===== src/rtl/fetch_pkg.sv =====
// Shared types for the instruction fetch unit: FSM states and buffer entry layout.
package fetch_pkg;

  localparam int XLEN = 32;

  typedef enum logic [1:0] {
    RUN     = 2'd0,
    WAIT    = 2'd1,
    DISCARD = 2'd2
  } fetch_state_t;

  typedef struct packed {
    logic [XLEN-1:0] pc;
    logic [XLEN-1:0] instr;
  } fetch_entry_t;

  function automatic logic [XLEN-1:0] word_align(input logic [XLEN-1:0] addr);
    return {addr[XLEN-1:2], 2'b00};
  endfunction

endpackage


===== src/rtl/fetch_unit_if.sv =====
// Memory, decode and redirect signals of the fetch unit bundled as one interface.
interface fetch_unit_if;
  import fetch_pkg::*;

  logic            imem_req;
  logic [XLEN-1:0] imem_addr;
  logic            imem_gnt;
  logic            imem_rvalid;
  logic [XLEN-1:0] imem_rdata;

  logic            instr_valid;
  logic [XLEN-1:0] instr;
  logic [XLEN-1:0] instr_pc;
  logic [XLEN-1:0] instr_pcplus4;
  logic            instr_ready;

  logic            redirect;
  logic [XLEN-1:0] redirect_target;

  modport master (
    output imem_req, imem_addr, instr_valid, instr, instr_pc, instr_pcplus4,
    input  imem_gnt, imem_rvalid, imem_rdata, instr_ready, redirect, redirect_target
  );

  modport slave (
    input  imem_req, imem_addr, instr_valid, instr, instr_pc, instr_pcplus4,
    output imem_gnt, imem_rvalid, imem_rdata, instr_ready, redirect, redirect_target
  );

endinterface


===== src/rtl/fetch_fifo.sv =====
// Small instruction buffer: DEPTH entries of {pc, instr}, flush clears everything.
module fetch_fifo
  import fetch_pkg::*;
#(
  parameter int DEPTH = 2
) (
  input  logic                       clk,
  input  logic                       reset,
  input  logic                       push,
  input  logic                       pop,
  input  logic                       flush,
  input  fetch_entry_t               push_data,
  output fetch_entry_t               head,
  output logic [$clog2(DEPTH+1)-1:0] count
);

  localparam int PW = $clog2(DEPTH);
  localparam int CW = $clog2(DEPTH + 1);

  fetch_entry_t   mem [DEPTH];
  logic [PW-1:0]  wr_ptr;
  logic [PW-1:0]  rd_ptr;

  always_ff @(posedge clk) begin
    if (push && !flush) begin
      mem[wr_ptr] <= push_data;
    end
  end

  // DEPTH is a power of two, so the pointers wrap naturally.
  always_ff @(posedge clk) begin
    if (reset || flush) begin
      wr_ptr <= '0;
      rd_ptr <= '0;
      count  <= '0;
    end else begin
      if (push) wr_ptr <= wr_ptr + PW'(1);
      if (pop)  rd_ptr <= rd_ptr + PW'(1);
      case ({push, pop})
        2'b10:   count <= count + CW'(1);
        2'b01:   count <= count - CW'(1);
        default: count <= count;
      endcase
    end
  end

  assign head = mem[rd_ptr];

endmodule


===== src/rtl/fetch_unit.sv =====
// Instruction fetch unit: one outstanding memory request, redirect flush, small decode buffer.
module fetch_unit
  import fetch_pkg::*;
#(
  parameter logic [31:0] RESET_PC = 32'h0000_0000,
  parameter int          DEPTH    = 2
) (
  input  logic         clk,
  input  logic         reset,
  fetch_unit_if.master bus
);

  localparam int CW = $clog2(DEPTH + 1);

  fetch_state_t    state;
  fetch_state_t    state_next;
  logic [XLEN-1:0] fpc;
  logic [XLEN-1:0] req_pc;
  logic [CW-1:0]   count;
  logic            issue;
  logic            fire;
  logic            push;
  logic            pop;
  fetch_entry_t    push_data;
  fetch_entry_t    head;

  always_comb begin
    issue      = 1'b0;
    fire       = 1'b0;
    push       = 1'b0;
    pop        = 1'b0;
    state_next = state;
    issue = (state == RUN) && (count < CW'(DEPTH)) && !bus.redirect && !reset;
    fire  = issue && bus.imem_gnt;
    push  = (state == WAIT) && bus.imem_rvalid && !bus.redirect;
    pop   = (count != CW'(0)) && bus.instr_ready && !bus.redirect;
    case (state)
      RUN: begin
        if (fire) state_next = WAIT;
        else      state_next = RUN;
      end
      // A response always closes the transaction; redirect only decides its fate.
      WAIT: begin
        if (bus.imem_rvalid)   state_next = RUN;
        else if (bus.redirect) state_next = DISCARD;
        else                   state_next = WAIT;
      end
      DISCARD: begin
        if (bus.imem_rvalid) state_next = RUN;
        else                 state_next = DISCARD;
      end
      default: state_next = RUN;
    endcase
  end

  always_ff @(posedge clk) begin
    if (reset) begin
      state  <= RUN;
      fpc    <= RESET_PC;
      req_pc <= RESET_PC;
    end else begin
      state <= state_next;
      if (fire) req_pc <= fpc;
      if (bus.redirect) fpc <= word_align(bus.redirect_target);
      else if (fire)    fpc <= fpc + 32'd4;
    end
  end

  assign push_data = '{pc: req_pc, instr: bus.imem_rdata};

  fetch_fifo #(.DEPTH(DEPTH)) u_fifo (
    .clk       (clk),
    .reset     (reset),
    .push      (push),
    .pop       (pop),
    .flush     (bus.redirect),
    .push_data (push_data),
    .head      (head),
    .count     (count)
  );

  assign bus.imem_req      = issue;
  assign bus.imem_addr     = fpc;
  assign bus.instr_valid   = (count != CW'(0));
  assign bus.instr         = head.instr;
  assign bus.instr_pc      = head.pc;
  assign bus.instr_pcplus4 = head.pc + 32'd4;

endmodule


===== src/flat_wrapper.sv =====
// flat-port wrapper written by rule: the top's interface ports become plain ports
module fetch_unit_flat import fetch_pkg::*;
#(
  parameter logic [31:0] RESET_PC = 32'h0000_0000,
  parameter int          DEPTH    = 2
)
  (clk, reset, bus_imem_req, bus_imem_addr, bus_instr_valid, bus_instr, bus_instr_pc, bus_instr_pcplus4, bus_imem_gnt, bus_imem_rvalid, bus_imem_rdata, bus_instr_ready, bus_redirect, bus_redirect_target);
  fetch_unit_if bus_i ();
  input  logic clk;
  input  logic reset;
  output wire logic [$bits(bus_i.imem_req)-1:0] bus_imem_req;
  output wire logic [$bits(bus_i.imem_addr)-1:0] bus_imem_addr;
  output wire logic [$bits(bus_i.instr_valid)-1:0] bus_instr_valid;
  output wire logic [$bits(bus_i.instr)-1:0] bus_instr;
  output wire logic [$bits(bus_i.instr_pc)-1:0] bus_instr_pc;
  output wire logic [$bits(bus_i.instr_pcplus4)-1:0] bus_instr_pcplus4;
  input wire logic [$bits(bus_i.imem_gnt)-1:0] bus_imem_gnt;
  input wire logic [$bits(bus_i.imem_rvalid)-1:0] bus_imem_rvalid;
  input wire logic [$bits(bus_i.imem_rdata)-1:0] bus_imem_rdata;
  input wire logic [$bits(bus_i.instr_ready)-1:0] bus_instr_ready;
  input wire logic [$bits(bus_i.redirect)-1:0] bus_redirect;
  input wire logic [$bits(bus_i.redirect_target)-1:0] bus_redirect_target;
  assign bus_imem_req = bus_i.imem_req;
  assign bus_imem_addr = bus_i.imem_addr;
  assign bus_instr_valid = bus_i.instr_valid;
  assign bus_instr = bus_i.instr;
  assign bus_instr_pc = bus_i.instr_pc;
  assign bus_instr_pcplus4 = bus_i.instr_pcplus4;
  assign bus_i.imem_gnt = bus_imem_gnt;
  assign bus_i.imem_rvalid = bus_imem_rvalid;
  assign bus_i.imem_rdata = bus_imem_rdata;
  assign bus_i.instr_ready = bus_instr_ready;
  assign bus_i.redirect = bus_redirect;
  assign bus_i.redirect_target = bus_redirect_target;
  fetch_unit #(.RESET_PC(RESET_PC), .DEPTH(DEPTH)) u_core (.clk(clk), .reset(reset), .bus(bus_i));
endmodule

===== config.mk =====
export PLATFORM = sky130hd
export DESIGN_NAME = fetch_unit_flat
export DESIGN_NICKNAME = d
export VERILOG_FILES = /design/src/rtl/fetch_pkg.sv /design/src/rtl/fetch_unit_if.sv /design/src/rtl/fetch_fifo.sv /design/src/rtl/fetch_unit.sv /design/src/flat_wrapper.sv
export SDC_FILE = /design/constraint.sdc
export NUM_CORES = 1
export LEC_CHECK = 0
export CORE_MARGIN = 5
export CORE_UTILIZATION = 54
export CTS_CLUSTER_DIAMETER = 120
export DETAILED_ROUTE_END_ITERATION = 10
export GPL_TIMING_DRIVEN = 0
export PLACE_DENSITY = 0.86
export SLEW_MARGIN = 20
export SYNTH_ARGS = -nofsm -noshare
export SYNTH_HDL_FRONTEND = slang
export SYNTH_SLANG_ARGS = --single-unit

===== constraint.sdc =====
create_clock -name clk -period 11.6 [get_ports clk]
set_clock_uncertainty 0.1 [all_clocks]
set_input_delay 1.74 -clock clk [delete_from_list [all_inputs] [get_ports clk]]
set_output_delay 1.74 -clock clk [all_outputs]
set_load 0.05 [all_outputs]

==> Word level (Yosys, flattened, before mapping) <==
Memories as Yosys holds them, arrays and structs flattened. A register that Yosys moved wholly into a read port is not among the register bits.
Cells that the tools add are included.
{ "totals": {"ff_bits": 70, "ram_bits": 128, "output_inout_bits": 130, "elab_cells": 48, "n_memories": 1} }
{ "memory_table": {"columns": ["name", "depth", "word_bits", "read_ports", "rd_clocked_by_memory_dff", "write_ports", "line_no", "source"], "rows": [
  ["u_core.u_fifo.mem", 2, 64, 1, 1, 1, "fetch_fifo.sv:20", "fetch_entry_t mem [DEPTH];"]
]} }
{ "op_classes": {"n_addsub": 6, "order_cmp": 1, "n_eq_ne": 4, "n_mux": 12, "reduce_logical": 17} }
{ "op_table": {"columns": ["operator", "n"], "rows": [
  ["$add A32 B3 Y32 const B", 2],
  ["$mux W32", 2],
  ["$logic_and A1 B1 Y1", 9],
  ["$mux W2", 3],
  ["$pmux W2 S3", 1],
  ["$reduce_bool A2 Y1", 3],
  ["$mux W1", 5],
  ["$eq A2 B1 Y1 const B", 2],
  ["$eq A2 B2 Y1 const B", 2],
  ["$pmux W2 S2", 1],
  ["$add A1 B1 Y1 const B", 2],
  ["$add A2 B1 Y2 const B", 1],
  ["$logic_not A1 Y1", 2],
  ["$logic_not A2 Y1", 1],
  ["$lt A2 B2 Y1 const B", 1],
  ["$reduce_or A2 Y1", 1],
  ["$sub A2 B1 Y2 const B", 1],
  ["$logic_or A1 B1 Y1", 1]
]} }

==> Depth between registers and ports, before layout <==
Gate-level depths: netlist of run 1.
{ "depth": {"depth_word": 7, "depth_mapped": 13, "depth_no_buf": 8} }

==> By module <==
A second synthesis of run 1 with hierarchy kept.
{ "unflattened": {"hier_cells": 677, "area_unflattened_um2": 8299.2} }
{ "by_module_without_submodules": {"columns": ["module", "n_inst", "cells_each", "area_per_inst_um2"], "rows": [
  ["fetch_fifo", 1, 219, 4802.1],
  ["fetch_unit", 1, 458, 3497.1]
]} }

==> Worst setup path before layout of run 1 <==
Ideal clock, no wire load.
{ "synth_timing": {"path_kind": "reg2out", "startpoint": "register (tool-made name)", "endpoint": "output port bus_instr_pcplus4[28]", "arrival_ns": 4.351, "slack_ns": 5.409, "path_stages_with_launch": 14, "path_cell_list": "dfxtp_1 buf_6 buf_6 buf_2 buf_1 buf_2 mux2i_1 inv_1 ha_1 inv_1 a211oi_1 nand4_1 nor2_1 xnor2_1"} }
{ "synth_rtl": {"columns": ["element", "line_no", "source"], "rows": [
  ["end, declared", "flat_wrapper.sv:16", "output wire logic [$bits(bus_i.instr_pcplus4)-1:0] bus_instr_pcplus4;"]
]} }

==> metrics.txt, run 1 <==
# TYPE chip_impl_metric gauge
chip_impl_metric{name="cts_inserted_buffers",unit=""} 17
chip_impl_info{name="rr_endpoint",value="u_core.req_pc[18]"} 1
chip_impl_metric{name="die-height",unit="um"} 134.3
chip_impl_metric{name="place_congestion",unit=""} 0.9444
chip_impl_metric{name="drv_cap",unit=""} 0
chip_impl_metric{name="postCtsHoldBufs",unit=""} 0
chip_impl_metric{name="final_core_util",unit="%"} 73.45
chip_impl_info{name="run_status",value="finished, final reports clean"} 1
chip_impl_metric{name="antennaDiodeCount",unit=""} 0
chip_impl_metric{name="ys_ff_latch",unit=""} 191
chip_impl_metric{name="final_total_negative_setup_slack",unit="ns"} 0
chip_impl_info{name="synth_area_leader_cell",value="sky130_fd_sc_hd__edfxtp_1"} 1
chip_impl_metric{name="final_max_slew_viol_count",unit=""} 0
chip_impl_metric{name="drt-vias-per-instance",unit=""} 5.735
chip_impl_metric{name="postPlaceCellArea",unit="um2"} 10620
chip_impl_metric{name="number_of_global_route_vias_before_repair",unit=""} 6540
chip_impl_metric{name="slew_hr",unit="%"} 50.19
chip_impl_metric{name="design.die.area",unit="um2"} 18030
chip_impl_metric{name="antenna_violating_nets_post_route",unit=""} 0
chip_impl_metric{name="mappedNetlistArea",unit="um2"} 8340
chip_impl_metric{name="synth-edff-count",unit=""} 124
chip_impl_metric{name="preCtsSetupSlack",unit="ns"} 5.233
chip_impl_metric{name="sequential_group_share_of_total_power",unit="%"} 53.1
chip_impl_metric{name="net_sw_share",unit="%"} 24.07
chip_impl_metric{name="ys.warnings.count",unit=""} 0
chip_impl_metric{name="p_int",unit="W"} 0.001064
chip_impl_info{name="root_buffer",value="sky130_fd_sc_hd__clkbuf_16"} 1
chip_impl_metric{name="routed-via-count",unit=""} 6503
chip_impl_info{name="regToRegStartpoint",value="u_core.state[0]"} 1
chip_impl_metric{name="insertion_delay",unit="ns"} 0.43
chip_impl_metric{name="placeableCoreArea",unit="um2"} 15200
chip_impl_metric{name="dpl.hpwl",unit="mm"} 16.42
chip_impl_metric{name="grt_usage",unit="%"} 24.30
chip_impl_info{name="timing.critical_path.slowest_stage_cell",value="sky130_fd_sc_hd__clkdlybuf4s50_1"} 1
chip_impl_metric{name="postLayoutCellArea",unit="um2"} 11170
chip_impl_metric{name="syn-instance-count",unit=""} 714
chip_impl_metric{name="power.density_cell_area",unit="nW/um2"} 125.5
chip_impl_metric{name="critPathRequiredTime",unit="ns"} 9.76
chip_impl_info{name="rsz0062_at_grt",value="no"} 1
chip_impl_metric{name="postCtsSetupRepairBufs",unit=""} 0
chip_impl_metric{name="drtIter0Drc",unit=""} 447
chip_impl_metric{name="nFillCells",unit=""} 1029
chip_impl_metric{name="transition_time_at_the_pin_with_the_least_slew_margin",unit="ns"} 0.7410
chip_impl_info{name="worst_hold_startpoint",value="u_core.req_pc[19]"} 1
chip_impl_metric{name="final-hold-violation-count",unit=""} 0
chip_impl_metric{name="yosys.area.top_type_share",unit="%"} 44.64
chip_impl_metric{name="die_w",unit="um"} 134.3
chip_impl_metric{name="reg2reg_setup_slack",unit="ns"} 9.27
chip_impl_metric{name="period_minus_slack",unit="ns"} 6.754
chip_impl_metric{name="power_leakage",unit="nW"} 3.893
chip_impl_metric{name="combPwrFrac",unit="%"} 8.3
chip_impl_metric{name="clock_power_share",unit="%"} 38.6
chip_impl_metric{name="synth-async-reset-ratio",unit="%"} 0
chip_impl_metric{name="post-route-period-util",unit="%"} 58.22
chip_impl_metric{name="cts.reportedPaths.clkPinSlew",unit="ns"} 0.07
chip_impl_metric{name="residual_drc",unit=""} 0
chip_impl_metric{name="worst-r2r-cell-count",unit=""} 8
chip_impl_metric{name="starting_density_of_the_core",unit="%"} 54.86
chip_impl_info{name="worstSetupEndpointType",value="output port"} 1
chip_impl_info{name="path_class",value="reg2out"} 1
chip_impl_metric{name="clock_tree.buffer_depth",unit=""} 2
chip_impl_info{name="hold-path-endpoint",value="u_core.u_fifo.mem[1][51]"} 1
chip_impl_metric{name="cts_resized",unit=""} 0
chip_impl_metric{name="path_max_fanout",unit=""} 10
chip_impl_metric{name="timing.final.ws_setup",unit="ns"} 4.846
chip_impl_metric{name="post_synth.cell_area_avg",unit="um2"} 11.68
chip_impl_metric{name="htree_levels",unit=""} 4
chip_impl_metric{name="hold_depth",unit=""} 0
chip_impl_metric{name="switching_power",unit="W"} 0.0003372
chip_impl_metric{name="grt_start_max_net_pins",unit=""} 26
chip_impl_metric{name="detail_route.wirelength",unit="mm"} 21.91
chip_impl_metric{name="global_route.overflow_total",unit=""} 0
chip_impl_metric{name="timing.critical_path.slowest_cell_delay",unit="ns"} 0.84
chip_impl_info{name="cp-start-kind",value="flop"} 1
chip_impl_info{name="hp-class",value="reg2reg"} 1
chip_impl_metric{name="final_number_of_setup_violating_endpoints",unit=""} 0
chip_impl_metric{name="std_cell_rows",unit=""} 45
chip_impl_metric{name="cts.sinks",unit=""} 191
chip_impl_metric{name="synth-seq-area-share",unit="%"} 60.73
chip_impl_metric{name="max_freq",unit="MHz"} 148.1
chip_impl_metric{name="vdd_ir_drop_max",unit="mV"} 0.1121
chip_impl_info{name="synth_area_leaders",value="sky130_fd_sc_hd__edfxtp_1 (45%), sky130_fd_sc_hd__dfxtp_1 (16%), sky130_fd_sc_hd__mux2_2 (6.8%)"} 1
chip_impl_metric{name="place.port_buffers",unit=""} 191
chip_impl_metric{name="drive_above_1_share",unit="%"} 12.26
chip_impl_metric{name="avgRoutedWirePerCell",unit="um"} 19.32
chip_impl_info{name="most_instantiated_library_cell_after_synthesis",value="sky130_fd_sc_hd__edfxtp_1"} 1
chip_impl_metric{name="grt_first_pass_wirelength",unit="mm"} 34.36
chip_impl_info{name="dominantRegCellSynth",value="sky130_fd_sc_hd__edfxtp_1"} 1
chip_impl_metric{name="num-nets-final",unit=""} 1006
chip_impl_metric{name="fin_hold_ws",unit="ns"} 0.3541
chip_impl_info{name="cp_cell_sequence",value="buf_6, buf_6, buf_2, buf_1, buf_2, mux2i_1, inv_1, ha_1, inv_1, a211oi_1, nand4_1, nand2b_1, xnor2_1, clkdlybuf4s50_1"} 1
chip_impl_metric{name="syn2layout_area_growth",unit="%"} 33.87
chip_impl_info{name="tritoncts",value="built"} 1
chip_impl_metric{name="floorplan.io_pins",unit=""} 200
chip_impl_metric{name="crit_buf_inv",unit=""} 8
chip_impl_info{name="synth.cells.most_frequent",value="sky130_fd_sc_hd__edfxtp_1 (124), sky130_fd_sc_hd__nand2_1 (103), sky130_fd_sc_hd__dfxtp_1 (67)"} 1
chip_impl_metric{name="synth.lib_cells_used.distinct",unit=""} 54
chip_impl_metric{name="antenna_found_initial",unit=""} 0
chip_impl_metric{name="worst-endpoint-arrival",unit="ns"} 4.91
chip_impl_info{name="critPathTopFamily",value="buffers and inverters"} 1
chip_impl_metric{name="drtPass1Iterations",unit=""} 5
how the worst max path moves through the flow:
stage                       startpoint                  endpoint  slack [ns]  cells past startpoint
after floorplan                   flop     bus_instr_pcplus4[28]        5.41                     13
after global placement    bus_redirect  u_core.u_fifo.mem[1][10]        4.24                      5
after detailed placement          flop     bus_instr_pcplus4[24]        5.23                     14
after CTS                         flop     bus_instr_pcplus4[24]        4.77                     14
after global routing              flop     bus_instr_pcplus4[24]        4.54                     14
final                             flop     bus_instr_pcplus4[24]        4.85                     14
area by class of cell:
class | count | area [um2] | share of cell area (%)
Tap cell | 188 | 235.2 | 2.107
Sequential cell | 191 | 5065 | 45.36
Buffer | 41 | 210.2 | 1.883
Multi-Input combinational cell | 466 | 3020 | 27.05
Clock buffer | 20 | 446.7 | 4.000
Inverter | 21 | 78.83 | 0.7060
Clock inverter | 12 | 102.6 | 0.9189
Timing Repair Buffer | 195 | 2007 | 17.97
worst reg2reg max path, stage by stage (launching register included):
cell and delay, ns:
sky130_fd_sc_hd__dfxtp_1 0.41, sky130_fd_sc_hd__or3_1 0.15, sky130_fd_sc_hd__buf_6 0.13, sky130_fd_sc_hd__or2_1 0.10
sky130_fd_sc_hd__clkbuf_1 0.20, sky130_fd_sc_hd__clkbuf_1 0.45, sky130_fd_sc_hd__clkbuf_1 0.42, sky130_fd_sc_hd__nand2_1 0.13
sky130_fd_sc_hd__a21oi_1 0.18
logic make-up (layout without fill, tap and decap cells):
kind of cell               after synthesis  in the layout  share of synthesized area, %
and+or+nand+nor                        242            242                         14.61
buffers and inverters                   62            289                         3.465
adders and majority gates                3              3                        0.4501
other                                    1              6                       0.04496
AOI/OAI and AO/OA                      113            113                         8.281
DFF                                    191            191                         60.73
muxes                                   64             64                         8.431
xor gates and xnor gates                38             38                         3.990
stage by stage:
stage | total power (W) | std cells
final | 0.001401 | 1134
after global routing | 0.001445 | 1134
after CTS | 0.001405 | 1134
after detailed placement | 0.0008732 | 1102
after global placement | 0.0008708 | 1098
after floorplan | 0.0008180 | 719
state kept, by name, summed over array words and instances, names as in the netlist, named ones only:
register,count
u_core.req_pc,30
u_core.u_fifo.mem,124
u_core.u_fifo.rd_ptr,1
u_core.bus.imem_addr,30
u_core.u_fifo.count,2
u_core.u_fifo.wr_ptr,1
u_core.state,2
power by group through the flow:
| stage | clock network (W) | logic (W) | registers [W] |
|---|---|---|---|
| after floorplan | 0 | 0.0000410 | 0.000777 |
| after global placement | 0 | 0.000112 | 0.000759 |
| after detailed placement | 0 | 0.000114 | 0.000759 |
| after CTS | 0.000545 | 0.000115 | 0.000744 |
| after global routing | 0.000578 | 0.000122 | 0.000746 |
| final | 0.000541 | 0.000116 | 0.000745 |
layer usage:
| layer | vias up | global-route usage [%] | wire length, um |
|---|---|---|---|
| li1 | 3047 | - | - |
| met3 | 36 | 6.339 | 2061 |
| met2 | 350 | 41.93 | 10960 |
| met5 | - | 0 | 0 |
| met1 | 3070 | 30.30 | 8544 |
| met4 | 0 | 6.900 | 341 |
cells in the final DEF, fill, tap and decap left out, types with 22 or more instances in the layout:
master                            instances
sky130_fd_sc_hd__a21oi_1                 51
sky130_fd_sc_hd__clkbuf_1                23
sky130_fd_sc_hd__clkdlybuf4s50_1        191
sky130_fd_sc_hd__dfxtp_1                 67
sky130_fd_sc_hd__edfxtp_1               124
sky130_fd_sc_hd__mux2_2                  50
sky130_fd_sc_hd__nand2_1                103
sky130_fd_sc_hd__nand4_1                 23
sky130_fd_sc_hd__nor2_1                  36
sky130_fd_sc_hd__xnor2_1                 22
No activity file was read; power rests on OpenSTA's default activity.
==> inputs of run 2 (changes only) <==
--- a/config.mk
+++ b/config.mk
@@ -6,11 +6,11 @@
 export NUM_CORES = 1
 export LEC_CHECK = 0
 export CORE_MARGIN = 5
-export CORE_UTILIZATION = 54
+export CORE_UTILIZATION = 45
 export CTS_CLUSTER_DIAMETER = 120
 export DETAILED_ROUTE_END_ITERATION = 10
 export GPL_TIMING_DRIVEN = 0
-export PLACE_DENSITY = 0.86
+export PLACE_DENSITY = 0.76
 export SLEW_MARGIN = 20
 export SYNTH_ARGS = -nofsm -noshare
 export SYNTH_HDL_FRONTEND = slang
==> constraint.sdc (replaced) <==
create_clock -name clk -period 6.1 [get_ports clk]
set_clock_uncertainty 0.1 [all_clocks]
set_input_delay 0.915 -clock clk [delete_from_list [all_inputs] [get_ports clk]]
set_output_delay 0.915 -clock clk [all_outputs]
set_load 0.05 [all_outputs]
==> metrics.txt, run 2 (same netlist as run 1, synthesis figures left out) <==
# TYPE chip_impl_metric gauge
chip_impl_info{name="path_class",value="reg2out"} 1
chip_impl_metric{name="postCtsSetupRepairBufs",unit=""} 0
chip_impl_metric{name="critPathRequiredTime",unit="ns"} 5.08
chip_impl_metric{name="path_max_fanout",unit=""} 19
chip_impl_info{name="root_buffer",value="sky130_fd_sc_hd__clkbuf_16"} 1
chip_impl_info{name="cp-start-kind",value="flop"} 1
chip_impl_metric{name="die-height",unit="um"} 146.1
chip_impl_metric{name="postPlaceCellArea",unit="um2"} 10650
chip_impl_metric{name="antennaDiodeCount",unit=""} 0
chip_impl_metric{name="drtIter0Drc",unit=""} 454
chip_impl_metric{name="antenna_found_initial",unit=""} 0
chip_impl_metric{name="worst-endpoint-arrival",unit="ns"} 4.35
chip_impl_metric{name="place_congestion",unit=""} 0.9212
chip_impl_metric{name="final_core_util",unit="%"} 62.05
chip_impl_metric{name="postLayoutCellArea",unit="um2"} 11220
chip_impl_metric{name="final_number_of_setup_violating_endpoints",unit=""} 0
chip_impl_metric{name="cts.sinks",unit=""} 191
chip_impl_info{name="final_cell_mix",value="sky130_fd_sc_hd__clkdlybuf4s50_1 (191), sky130_fd_sc_hd__edfxtp_1 (124), sky130_fd_sc_hd__nand2_1 (103)"} 1
chip_impl_info{name="timing.critical_path.slowest_stage_cell",value="sky130_fd_sc_hd__clkdlybuf4s50_1"} 1
chip_impl_metric{name="vdd_ir_drop_max",unit="mV"} 0.1794
chip_impl_metric{name="std_cell_rows",unit=""} 49
chip_impl_metric{name="die_w",unit="um"} 146.1
chip_impl_metric{name="drtPass1Iterations",unit=""} 5
chip_impl_metric{name="slew_hr",unit="%"} 50.31
chip_impl_metric{name="nFillCells",unit=""} 1491
chip_impl_metric{name="largest_reg_flops",unit=""} 124
chip_impl_info{name="run_status",value="finished, final reports clean"} 1
chip_impl_metric{name="number_of_global_route_vias_before_repair",unit=""} 6302
chip_impl_metric{name="cts.reportedPaths.clkPinSlew",unit="ns"} 0.07
chip_impl_metric{name="period_minus_slack",unit="ns"} 5.363
chip_impl_info{name="worstSetupEndpointType",value="output port"} 1
chip_impl_metric{name="max_freq",unit="MHz"} 186.5
chip_impl_metric{name="detail_route.wirelength",unit="mm"} 21.49
chip_impl_metric{name="drt-vias-per-instance",unit=""} 5.358
chip_impl_metric{name="syn2layout_area_growth",unit="%"} 34.56
chip_impl_info{name="mostFrequentLayoutCell",value="sky130_fd_sc_hd__clkdlybuf4s50_1"} 1
chip_impl_metric{name="floorplan.io_pins",unit=""} 200
chip_impl_metric{name="place.port_buffers",unit=""} 191
chip_impl_metric{name="final_max_slew_viol_count",unit=""} 0
chip_impl_metric{name="dpl.hpwl",unit="mm"} 16.28
chip_impl_metric{name="avgRoutedWirePerCell",unit="um"} 18.30
chip_impl_info{name="register_bank_with_the_most_flops",value="u_core.u_fifo.mem"} 1
chip_impl_metric{name="num-nets-final",unit=""} 1005
chip_impl_metric{name="post-route-period-util",unit="%"} 87.91
chip_impl_metric{name="residual_drc",unit=""} 0
chip_impl_metric{name="starting_density_of_the_core",unit="%"} 46.12
chip_impl_info{name="rsz0062_at_grt",value="no"} 1
chip_impl_metric{name="power.density_cell_area",unit="nW/um2"} 239.3
chip_impl_metric{name="fin_hold_ws",unit="ns"} 0.3530
chip_impl_metric{name="drv_cap",unit=""} 0
chip_impl_metric{name="power_leakage",unit="nW"} 3.897
chip_impl_metric{name="cts_inserted_buffers",unit=""} 17
chip_impl_metric{name="insertion_delay",unit="ns"} 0.43
chip_impl_metric{name="transition_time_at_the_pin_with_the_least_slew_margin",unit="ns"} 0.7392
chip_impl_metric{name="instances_no_fill",unit=""} 1174
chip_impl_metric{name="grt_first_pass_wirelength",unit="mm"} 34.42
chip_impl_metric{name="timing.critical_path.slowest_cell_delay",unit="ns"} 0.84
chip_impl_metric{name="grt_start_max_net_pins",unit=""} 27
chip_impl_metric{name="design.die.area",unit="um2"} 21360
chip_impl_metric{name="grt_usage",unit="%"} 20.19
chip_impl_metric{name="placeableCoreArea",unit="um2"} 18090
chip_impl_info{name="cp_cell_sequence",value="buf_6, buf_6, buf_2, buf_2, mux2i_1, inv_1, ha_1, inv_1, a211oi_2, nand4_1, nand2b_1, xnor2_1, clkdlybuf4s50_1"} 1
chip_impl_info{name="tritoncts",value="built"} 1
chip_impl_metric{name="antenna_violating_nets_post_route",unit=""} 0
chip_impl_metric{name="drive_above_1_share",unit="%"} 12.59
chip_impl_metric{name="final_total_negative_setup_slack",unit="ns"} 0
chip_impl_info{name="hp-class",value="reg2reg"} 1
chip_impl_metric{name="final-hold-violation-count",unit=""} 0
chip_impl_metric{name="dp_cells",unit=""} 1143
chip_impl_metric{name="postCtsHoldBufs",unit=""} 0
chip_impl_metric{name="routed-via-count",unit=""} 6290
chip_impl_metric{name="htree_levels",unit=""} 4
chip_impl_metric{name="clock_tree.buffer_depth",unit=""} 2
chip_impl_metric{name="global_route.overflow_total",unit=""} 0
chip_impl_metric{name="reg2reg_setup_slack",unit="ns"} 3.78
run 2: changes by cell type in the layout (fill, tap and decap cells not counted), sizes merged:
| cell | before | now |
|---|---|---|
| buf | 24 | 23 |
| inv | 28 | 25 |
| clkinv | 4 | 7 |
run 2: path summary, 6_finish.rpt:
kind,from,endpoint,depth (start not counted)
min reg2reg,u_core.req_pc[19],u_core.u_fifo.mem[1][51],0
max reg2reg,u_core.bus.imem_addr[2],u_core.bus.imem_addr[20],6
max,flop,bus_instr_pcplus4[24],13
min,u_core.req_pc[19],u_core.u_fifo.mem[1][51],0
run 2: power by group:
group,total (W),switching [W],internal (W)
registers,0.00142,0.0000282,0.00139
clock network,0.00105,0.000487,0.000564
logic,0.000218,0.000127,0.0000907
run 2: per-stage QoR:
step / power (W) / setup slack [ns]
final: 0.002686 / 0.7373
after global routing: 0.002777 / 0.3766
after CTS: 0.002709 / 0.2245
after detailed placement: 0.001660 / 0.4319
after global placement: 0.001658 / -0.5886
after floorplan: 0.001556 / 0.7340
run 2: layout make-up:
class / count / area (um2) / area share (%)
timing repair buffer: 195 / 1992 / 17.75
tap: 229 / 286.5 / 2.553
multi-input combinational: 466 / 3025 / 26.96
inverter: 21 / 78.83 / 0.7023
clock inverter: 12 / 102.6 / 0.9142
clock buffer: 20 / 466.7 / 4.158
buffer: 40 / 206.4 / 1.839
sequential: 191 / 5065 / 45.13
run 2: per-layer routing:
layer,GRT usage (%),vias to the layer above,part of all wire [%]
li1,-,3048,-
met1,27.64,2939,45
met2,32.74,278,47
met3,4.276,25,7.5
met4,5.691,0,1.4
met5,0,-,0
run 2: worst max-delay path: cells and delay by family, from the launching register on:
family / cells / cell delay, ns
AOI/OAI and AO/OA: 1 / 0.41
buffers and inverters: 7 / 2.02
and+or+nand+nor: 2 / 0.59
adders and majority gates: 1 / 0.22
xor gates and xnor gates: 1 / 0.17
DFF: 1 / 0.33
muxes: 1 / 0.15
run 2: what timing repair did:
item | 4_1_cts | 5_1_grt
gates resized for setup | 1 | 0
gates cloned | 0 | 0
endpoints found under the setup margin | 1 | 1
==> inputs of run 3 (changes only) <==
--- a/config.mk
+++ b/config.mk
@@ -5,12 +5,13 @@
 export SDC_FILE = /design/constraint.sdc
 export NUM_CORES = 1
 export LEC_CHECK = 0
+export CELL_PAD_IN_SITES_DETAIL_PLACEMENT = 0
+export CELL_PAD_IN_SITES_GLOBAL_PLACEMENT = 1
 export CORE_MARGIN = 5
-export CORE_UTILIZATION = 45
+export CORE_UTILIZATION = 35
 export CTS_CLUSTER_DIAMETER = 120
 export DETAILED_ROUTE_END_ITERATION = 10
-export GPL_TIMING_DRIVEN = 0
-export PLACE_DENSITY = 0.76
+export PLACE_DENSITY_LB_ADDON = 0.1
 export SLEW_MARGIN = 20
 export SYNTH_ARGS = -nofsm -noshare
 export SYNTH_HDL_FRONTEND = slang
==> metrics.txt, run 3 (same netlist as run 1, synthesis figures left out) <==
# TYPE chip_impl_metric gauge
chip_impl_info{name="run_status",value="finished, final reports clean"} 1
chip_impl_metric{name="final_total_negative_setup_slack",unit="ns"} 0
chip_impl_metric{name="drv_cap",unit=""} 0
chip_impl_metric{name="placeableCoreArea",unit="um2"} 23470
chip_impl_metric{name="final_number_of_setup_violating_endpoints",unit=""} 0
chip_impl_metric{name="drtPass1Iterations",unit=""} 5
chip_impl_metric{name="place.port_buffers",unit=""} 191
chip_impl_metric{name="dpl.hpwl",unit="mm"} 15.36
chip_impl_metric{name="path_max_fanout",unit=""} 57
chip_impl_metric{name="antenna_violating_nets_post_route",unit=""} 0
chip_impl_metric{name="cts_inserted_buffers",unit=""} 17
chip_impl_info{name="root_buffer",value="sky130_fd_sc_hd__clkbuf_16"} 1
chip_impl_info{name="path_class",value="reg2out"} 1
chip_impl_metric{name="combPwrFrac",unit="%"} 7.7
chip_impl_metric{name="largest_reg_flops",unit=""} 124
chip_impl_metric{name="transition_time_at_the_pin_with_the_least_slew_margin",unit="ns"} 1.093
chip_impl_metric{name="postLayoutCellArea",unit="um2"} 11110
chip_impl_metric{name="postCtsHoldBufs",unit=""} 0
chip_impl_info{name="rsz0062_at_grt",value="no"} 1
chip_impl_metric{name="syn2layout_area_growth",unit="%"} 33.18
chip_impl_metric{name="num-nets-final",unit=""} 969
chip_impl_metric{name="avgRoutedWirePerCell",unit="um"} 17.15
chip_impl_metric{name="net_sw_share",unit="%"} 24.00
chip_impl_metric{name="multi_input_gate_area_in_the_final_layout",unit="um2"} 3020
chip_impl_metric{name="switching_power",unit="W"} 0.0006474
chip_impl_metric{name="grt_first_pass_wirelength",unit="mm"} 33.42
chip_impl_info{name="final_cell_mix",value="sky130_fd_sc_hd__clkdlybuf4s50_1 (190), sky130_fd_sc_hd__edfxtp_1 (124), sky130_fd_sc_hd__nand2_1 (103)"} 1
chip_impl_metric{name="clock_power_share",unit="%"} 39.8
chip_impl_metric{name="period_minus_slack",unit="ns"} 5.061
chip_impl_info{name="register_bank_with_the_most_flops",value="u_core.u_fifo.mem"} 1
chip_impl_metric{name="sequential_cell_area",unit="um2"} 5069
chip_impl_metric{name="instances_no_fill",unit=""} 1228
chip_impl_metric{name="drt-vias-per-instance",unit=""} 4.868
chip_impl_metric{name="std_cell_rows",unit=""} 56
chip_impl_metric{name="postPlaceCellArea",unit="um2"} 10530
chip_impl_metric{name="residual_drc",unit=""} 0
chip_impl_metric{name="p_int",unit="W"} 0.002050
chip_impl_metric{name="routed-via-count",unit=""} 5978
chip_impl_metric{name="final-hold-violation-count",unit=""} 0
chip_impl_metric{name="dp_cells",unit=""} 1196
chip_impl_metric{name="slew_hr",unit="%"} 27.07
chip_impl_metric{name="post-route-period-util",unit="%"} 82.97
chip_impl_metric{name="critPathRequiredTime",unit="ns"} 5.08
chip_impl_metric{name="number_of_global_route_vias_before_repair",unit=""} 6162
chip_impl_metric{name="power_leakage",unit="nW"} 3.782
chip_impl_metric{name="nFillCells",unit=""} 2193
chip_impl_metric{name="max_freq",unit="MHz"} 197.6
chip_impl_metric{name="insertion_delay",unit="ns"} 0.43
chip_impl_metric{name="final_max_slew_viol_count",unit=""} 0
chip_impl_metric{name="die_w",unit="um"} 164.4
chip_impl_metric{name="design.die.area",unit="um2"} 27020
chip_impl_metric{name="grt_start_max_net_pins",unit=""} 58
chip_impl_metric{name="worst-endpoint-arrival",unit="ns"} 4.05
chip_impl_metric{name="sequential_group_share_of_total_power",unit="%"} 52.5
chip_impl_metric{name="cts.reportedPaths.clkPinSlew",unit="ns"} 0.07
chip_impl_metric{name="die-height",unit="um"} 164.4
chip_impl_metric{name="antennaDiodeCount",unit=""} 0
chip_impl_metric{name="postCtsSetupRepairBufs",unit=""} 0
chip_impl_info{name="mostFrequentLayoutCell",value="sky130_fd_sc_hd__clkdlybuf4s50_1"} 1
chip_impl_metric{name="floorplan.io_pins",unit=""} 200
chip_impl_metric{name="total_power",unit="W"} 0.002697
chip_impl_metric{name="starting_density_of_the_core",unit="%"} 35.53
chip_impl_metric{name="global_route.overflow_total",unit=""} 0
chip_impl_info{name="hp-class",value="reg2reg"} 1
chip_impl_info{name="cp-start-kind",value="flop"} 1
chip_impl_metric{name="place_congestion",unit=""} 0.8011
chip_impl_info{name="tritoncts",value="built"} 1
chip_impl_metric{name="fin_hold_ws",unit="ns"} 0.3594
chip_impl_metric{name="detail_route.wirelength",unit="mm"} 21.06
chip_impl_metric{name="cts.sinks",unit=""} 191
chip_impl_info{name="worstSetupEndpointType",value="output port"} 1
chip_impl_metric{name="drive_above_1_share",unit="%"} 11.55
chip_impl_metric{name="antenna_found_initial",unit=""} 0
chip_impl_metric{name="drtIter0Drc",unit=""} 392
chip_impl_metric{name="grt_usage",unit="%"} 15.77
chip_impl_metric{name="cts_resized",unit=""} 0
chip_impl_metric{name="htree_levels",unit=""} 4
chip_impl_metric{name="power.density_cell_area",unit="nW/um2"} 242.8
chip_impl_metric{name="clock_tree.buffer_depth",unit=""} 2
chip_impl_metric{name="vdd_ir_drop_max",unit="mV"} 0.1191
==> run 3: changes by cell type in the layout (fill, tap and decap cells not counted), moves of 2 or more <==
cell                       change
sky130_fd_sc_hd__buf_2         -8
sky130_fd_sc_hd__buf_4         +2
sky130_fd_sc_hd__inv_8         +2
sky130_fd_sc_hd__clkbuf_8      -3
sky130_fd_sc_hd__clkinv_4      -4
sky130_fd_sc_hd__buf_12        -4
sky130_fd_sc_hd__clkbuf_1     -21
sky130_fd_sc_hd__inv_6         +3
sky130_fd_sc_hd__buf_6         -3
==> run 3: layer usage <==
metal / GRT usage (%) / vias to the layer above / part of all wire, % / wire length (um)
li1: - / 2962 / - / -
met1: 21.81 / 2796 / 47 / 9974
met2: 24.38 / 201 / 44 / 9262
met3: 4.342 / 19 / 7.4 / 1557
met4: 4.575 / 0 / 1.2 / 262
met5: 0 / - / 0 / 0
==> run 3: cell type report <==
cell class                 count  area share [%]
sequential                   191           45.63
multi-input combinational    466           27.19
clock inverter                15           1.340
clock buffer                  17           3.830
timing repair buffer         199           17.71
inverter                      21          0.7096
tap                          319           3.593
==> run 3: worst paths after layout <==
path                                              from                  endpoint  slack (ns)  cells past startpoint
worst max-delay path                              flop     bus_instr_pcplus4[24]        1.04                      9
worst min register to register       u_core.req_pc[30]  u_core.u_fifo.mem[0][62]        0.36                      0
worst min-delay path                 u_core.req_pc[30]  u_core.u_fifo.mem[0][62]        0.36                      0
worst max register to register  u_core.u_fifo.count[1]  u_core.bus.imem_addr[29]        3.32                      6
==> run 3: metrics by stage <==
| stage | worst slack (ns) | util [%] |
|---|---|---|
| floorplan | 0.7340 | - |
| global placement | 1.469 | 44.88 |
| detailed placement | 1.419 | 44.88 |
| CTS | 0.9524 | 47.32 |
| global route | 0.6824 | 47.32 |
| finish | 1.039 | 47.32 |
==> run 3: power by group through the flow <==
stage / sequential [W] / clock (W) / combinational (W)
6_report: 0.00142 / 0.00107 / 0.000208
5_1_grt: 0.00142 / 0.00116 / 0.000222
4_1_cts: 0.00142 / 0.00111 / 0.000209
3_5_place_dp: 0.00144 / 0 / 0.000208
3_3_place_gp: 0.00144 / 0 / 0.000205
2_1_floorplan: 0.00148 / 0 / 0.0000780
==> run 3: critical path: stages (launching register included) <==
cell and delay (ns):
sky130_fd_sc_hd__dfxtp_4 0.75, sky130_fd_sc_hd__mux2i_1 0.19, sky130_fd_sc_hd__inv_1 0.11, sky130_fd_sc_hd__ha_1 0.21
sky130_fd_sc_hd__inv_1 0.05, sky130_fd_sc_hd__a211oi_1 0.66, sky130_fd_sc_hd__nand4_1 0.40, sky130_fd_sc_hd__nand2b_1 0.28
sky130_fd_sc_hd__xnor2_1 0.14, sky130_fd_sc_hd__clkdlybuf4s50_1 0.82
